--- src/rtl/flag_branch_unit_pkg.sv ---
// Shared constants for the flag/branch unit: condition codes, SZCV bit positions
// and FSM state encoding.
package flag_branch_unit_pkg;

    localparam logic [2:0] COND_BE  = 3'b000;
    localparam logic [2:0] COND_BLT = 3'b001;
    localparam logic [2:0] COND_BLE = 3'b010;
    localparam logic [2:0] COND_BNE = 3'b011;
    localparam logic [2:0] COND_B   = 3'b100;

    // Bit positions inside the ALU's {S,Z,C,V} flag word.
    localparam int unsigned FLAG_S = 3;
    localparam int unsigned FLAG_Z = 2;
    localparam int unsigned FLAG_C = 1;
    localparam int unsigned FLAG_V = 0;

    localparam logic [1:0] StIdle  = 2'd0;
    localparam logic [1:0] StEval  = 2'd1;
    localparam logic [1:0] StFlush = 2'd2;

endpackage

--- src/rtl/flag_branch_unit_cond_eval.sv ---
// Combinational branch-condition evaluator: resolves a 3-bit condition code
// against an SZCV flag word.
module cond_eval
    import flag_branch_unit_pkg::*;
(
    input  logic [3:0] flags,
    input  logic [2:0] cond,
    output logic       taken,
    output logic       illegal
);

    logic lt;
    assign lt = flags[FLAG_S] ^ flags[FLAG_V];

    always_comb begin
        taken   = 1'b0;
        illegal = 1'b0;
        case (cond)
            COND_BE:  taken = flags[FLAG_Z];
            COND_BLT: taken = lt;
            COND_BLE: taken = flags[FLAG_Z] | lt;
            COND_BNE: taken = ~flags[FLAG_Z];
            COND_B:   taken = 1'b1;
            default:  illegal = 1'b1;
        endcase
    end

endmodule

--- src/rtl/flag_branch_unit.sv ---
// Flag register, branch resolution FSM and program counter; drives redirect
// and flush into fetch.
module flag_branch_unit
    import flag_branch_unit_pkg::*;
#(
    parameter int unsigned     WIDTH        = 16,
    parameter int unsigned     FLUSH_CYCLES = 2,
    parameter logic [WIDTH-1:0] RESET_PC    = '0
) (
    input  logic             clk,
    input  logic             rst,
    input  logic [3:0]       szcv_in,
    input  logic             flag_we,
    input  logic             pc_en,
    input  logic             br_valid,
    output logic             br_ready,
    input  logic [2:0]       br_cond,
    input  logic [WIDTH-1:0] br_target,
    output logic [WIDTH-1:0] pc,
    output logic [3:0]       flags,
    output logic             taken,
    output logic             flush,
    output logic             illegal
);

    logic [1:0]       state_q, state_d;
    logic [WIDTH-1:0] pc_q, pc_d;
    logic [WIDTH-1:0] target_q;
    logic [2:0]       cond_q;
    logic [3:0]       flags_q;
    logic [3:0]       cnt_q, cnt_d;
    logic             taken_q, taken_d;
    logic             illegal_q, illegal_d;
    logic [3:0]       eff_flags;
    logic             cond_taken, cond_illegal;
    logic             accept;

    // Forward same-cycle ALU flags so a compare can feed a branch in EVAL.
    assign eff_flags = flag_we ? szcv_in : flags_q;
    assign accept    = br_valid && br_ready;

    cond_eval u_cond_eval (
        .flags   (eff_flags),
        .cond    (cond_q),
        .taken   (cond_taken),
        .illegal (cond_illegal)
    );

    always_comb begin
        state_d   = state_q;
        pc_d      = pc_q;
        cnt_d     = cnt_q;
        taken_d   = 1'b0;
        illegal_d = 1'b0;
        case (state_q)
            StIdle: begin
                // An accepted branch freezes pc until it resolves.
                if (accept) begin
                    state_d = StEval;
                end else if (pc_en) begin
                    pc_d = pc_q + WIDTH'(1);
                end
            end
            StEval: begin
                illegal_d = cond_illegal;
                if (cond_taken) begin
                    pc_d    = target_q;
                    cnt_d   = 4'(FLUSH_CYCLES);
                    taken_d = 1'b1;
                    state_d = StFlush;
                end else begin
                    state_d = StIdle;
                end
            end
            StFlush: begin
                if (pc_en) begin
                    pc_d = pc_q + WIDTH'(1);
                end
                cnt_d = cnt_q - 4'd1;
                if (cnt_q <= 4'd1) begin
                    state_d = StIdle;
                end
            end
            default: state_d = StIdle;
        endcase
    end

    always_ff @(posedge clk or posedge rst) begin
        if (rst) begin
            state_q   <= StIdle;
            pc_q      <= RESET_PC;
            flags_q   <= 4'b0000;
            cnt_q     <= 4'd0;
            cond_q    <= 3'd0;
            target_q  <= '0;
            taken_q   <= 1'b0;
            illegal_q <= 1'b0;
        end else begin
            state_q   <= state_d;
            pc_q      <= pc_d;
            cnt_q     <= cnt_d;
            taken_q   <= taken_d;
            illegal_q <= illegal_d;
            if (flag_we) begin
                flags_q <= szcv_in;
            end
            if (accept) begin
                cond_q   <= br_cond;
                target_q <= br_target;
            end
        end
    end

    assign br_ready = (state_q == StIdle);
    assign flush    = (state_q == StFlush);
    assign pc       = pc_q;
    assign flags    = flags_q;
    assign taken    = taken_q;
    assign illegal  = illegal_q;

endmodule

--- config.mk ---
export PLATFORM = sky130hd
export DESIGN_NAME = flag_branch_unit
export DESIGN_NICKNAME = d
export VERILOG_FILES = /design/src/rtl/flag_branch_unit_pkg.sv /design/src/rtl/flag_branch_unit_cond_eval.sv /design/src/rtl/flag_branch_unit.sv
export SDC_FILE = /design/constraint.sdc
export NUM_CORES = 1
export LEC_CHECK = 0
export ABC_AREA = 1
export BUFFER_PORTS_ARGS = -buffer_cell sky130_fd_sc_hd__buf_2
export CAP_MARGIN = 20
export CORE_MARGIN = 3
export CORE_UTILIZATION = 58
export DETAILED_ROUTE_END_ITERATION = 8
export MAX_ROUTING_LAYER = met4
export PLACE_DENSITY = 0.85
export SLEW_MARGIN = 20
export SYNTH_ARGS = -nofsm -noshare
export SYNTH_HDL_FRONTEND = slang
export SYNTH_HIERARCHICAL = 1
export SYNTH_SLANG_ARGS = --single-unit
export TNS_END_PERCENT = 5
--- constraint.sdc ---
create_clock -name clk -period 3.68 [get_ports clk]
set_input_delay 0.736 -clock clk [delete_from_list [all_inputs] [get_ports clk]]
set_output_delay 0.736 -clock clk [all_outputs]
set_load 0.02 [all_outputs]
==> impl_results.md <==
- Outcome: finished clean
- RR Endpoint: pc[3]
- Final #Nets: 407
- Main synth FF type: dfrtp_1
- Critical-path cell list: buf_2, mux2_2, nor3_2, nor2_1, nand3_1, nand2_4, nand2_2, nand2_4, inv_4, o21ai_0, nand2_1, o21ai_0
- Layout Skew: roughly 0.011 ns
- Reg-to-Reg Start: flags[2]
- WL/cell: about 13 µm
- Final wirelength: around 5.6 mm
- Final min period: around 2.2 ns
- CTS tree: yes
- Crit path launch type: input pin
- Maximum number of pins on one net before global-route repair: between 40 and 50
- Slew Limit Fails: 0
- Top-count cell post-synth: nand2_1
- DIE AREA: ~5100 µm²
- Maxcap violations: 0
- Antenna Cells: 0
- Fillcell total: between 300 and 400
- Final ANT Viol Nets: 0
- Crit-path slowest cell: mux2_2
- Cells after Synth: about 330
- First-pass DRT Iterations: 4
- Slew HR: 46.1%
- Register Area: about 1200 µm²
- Post-CTS setup buffer count: 0
- Die width: 71.2 µm
- Vias: ~2300
- Critical path endpoint category: flip-flop
- Top cell type by total area after synthesis: dfrtp_1
- Inserted Clock Buffers: 5
- Post-route core utilization: between 60% and 70%
- Sequential fraction of the synthesis area: between 40% and 50%
- Crit-path max FO: 17
- Critical path's top delay family: simple AND/OR/NAND/NOR gates
- R2R cell count: 11
- Synth cell types: 34
- Starting DRT DRC Count: ~160
- Post-synth EDFFs: 0
- Row count: 23
- Yosys Warn Count: 6
- Final period util: approximately three fifths
- Final HPWL DP: 3.92 mm
- Clk_lat worst skew: approximately 0.3 ns
- Multi-input combinational cell area: 1110 µm²
- Final TNS setup: 0 ns
- Ys async rst share: between 90% and 100%
- Max Clk Rate: 450 MHz
- RSZ-0062 raised after global routing: no
- GPL Wtd Cong: just under 0.9
- Vias/cell: ~5.3
- Min-Delay Path Depth: 2
- WHS: 0.485 ns
- Post-CTS Hold Fix Bufs: 0
- Slew of the pin with the lowest slew margin: about 0.81 ns
- H-tree Lvls: 2
- Synthesized flop and latch total: 47
- Slowest stage delay, CP: about 0.38 ns
- Area delta synth->final: 14.8%
- Synthesized net count: roughly 360
- Syn Std Cell Area: between 2000 and 2500 µm²
- Antenna violations before repair: 0
- Peak VDD IR: approximately 0.42 mV
- Setup slack at placement: ~1.2 ns
- Vias in the first global route: 2216
- First-pass GRT wire length: 9.58 mm
- Worst EP required: 3.86 ns
- CP Buf/Inv Count: 2
- Tot GR Track Use: 24.3%
- Share of layout cells above drive strength 1: roughly a fifth
- Core area: around 4100 µm²
- R2R Setup Slk: around 1.7 ns
- Share of the synthesized area in the top cell type: between 40% and 50%
- Port bufs: a little over 50
- Hold path start: target_q[8]
- Setup WS post-layout: ~1.5 ns
- Commonest cells post-synth: 123 x nand2_1, 47 x dfrtp_1, 36 x nor2_1, 31 x inv_1, 22 x nand3_1
- Avg Cell Area, Syn: 7.55 µm²
- # DRC: 0
- Setup CP Type: in2reg
- Area contributors post-synth: dfrtp_1 48%, nand2_1 19%, nor2_1 5.5%
- HP Class: reg2reg
- Setup violators final: 0
- Chip height: slightly above 70 µm
- Leakage power: 0.00156 µW
- Placed standard-cell area: 2730 µm²
- # IOs: 52
- Post-cts resize count: 0
- Pwr/cell area: 783 nW/µm²
- Longest Clk Path Bufs: 2
- Final instance area: roughly 2800 µm²
- Initial core utilization: between 60% and 70%
- Hold Path Sink: target_q[8]
- Clock root cell: clkbuf_8
- Critical path data arrival time: 2.41 ns
- Clock transition at path regs: roughly 0.09 ns
- Hold Fails Final Rpt: 0
- GR Overflow Total: 0
- CTS sink count: 47
[cells by family after synthesis]
logic type,synth area share [%]
AO/OA/AOI/OAI,6.96
XOR/XNOR,1.07
adder cells (fa/ha/maj),1.52
buffers and inverters,7.32
flip-flops,47.8
multiplexers,1.83
AND/OR/NAND/NOR,33.5
[per-layer routing]
layer	part of all wire [%]	vias up	GRT usage, %
met1	44	1054	28.7
met3	6.2	8	5.40
li1	-	1121	-
met2	48	82	40.5
met5	0	-	-
met4	1.4	0	8.98
[cells in the final DEF, fill, tap and decap left out, drive strengths merged, types with 3 or more instances in the layout]
master    n
a21oi     5
mux2      4
o21ai    19
dfrtp    47
nand4     3
inv      33
nand2   128
buf      51
nand3    22
ha        3
nor2     38
clkbuf    7
[power by group]
group	switching [µW]	internal [µW]
Sequential	209	724
Clock	171	154
Combinational	625	331
Total	1000	1210
[how the worst max path moves through the flow]
stage | endpoint | start | cells after the start | slack [ns]
6_report | pc[3] | flag_we | 12 | 1.46
5_1_grt | pc[6] | flag_we | 11 | 1.23
4_1_cts | pc[3] | flag_we | 12 | 1.47
3_5_place_dp | pc[3] | flag_we | 12 | 1.16
3_3_place_gp | pc[3] | flag_we | 14 | 1.25
2_1_floorplan | pc[7] | flag_we | 12 | 1.58
[worst min-delay path, cell delays in order (launching register included)]
cell,delay (ns)
dfrtp_1,0.34
nand2_1,0.06
nand2_1,0.06
[sequential cells by signal, indices dropped and copies added, names as in the netlist]
signal / count
target_q: 16
illegal: 1
state_q: 2
cond_q: 3
taken: 1
flags: 4
pc: 16
cnt_q: 4
[per-stage QoR]
stage                     instances  power, µW
final                           427       2210
after global routing            427       2400
after CTS                       427       2210
after detailed placement        419       1880
after global placement          419       1830
after floorplan                 326       1610
[final cells by class]
class	count	area share, %
clock inverters	1	0.310
flip-flops and latches	47	41.6
inverters	34	4.65
multi-input cells	237	39.1
clock buffers	7	3.05
repair buffers	51	9.03
well taps	50	2.21
Note: power is estimated with default switching activity, not from simulation.
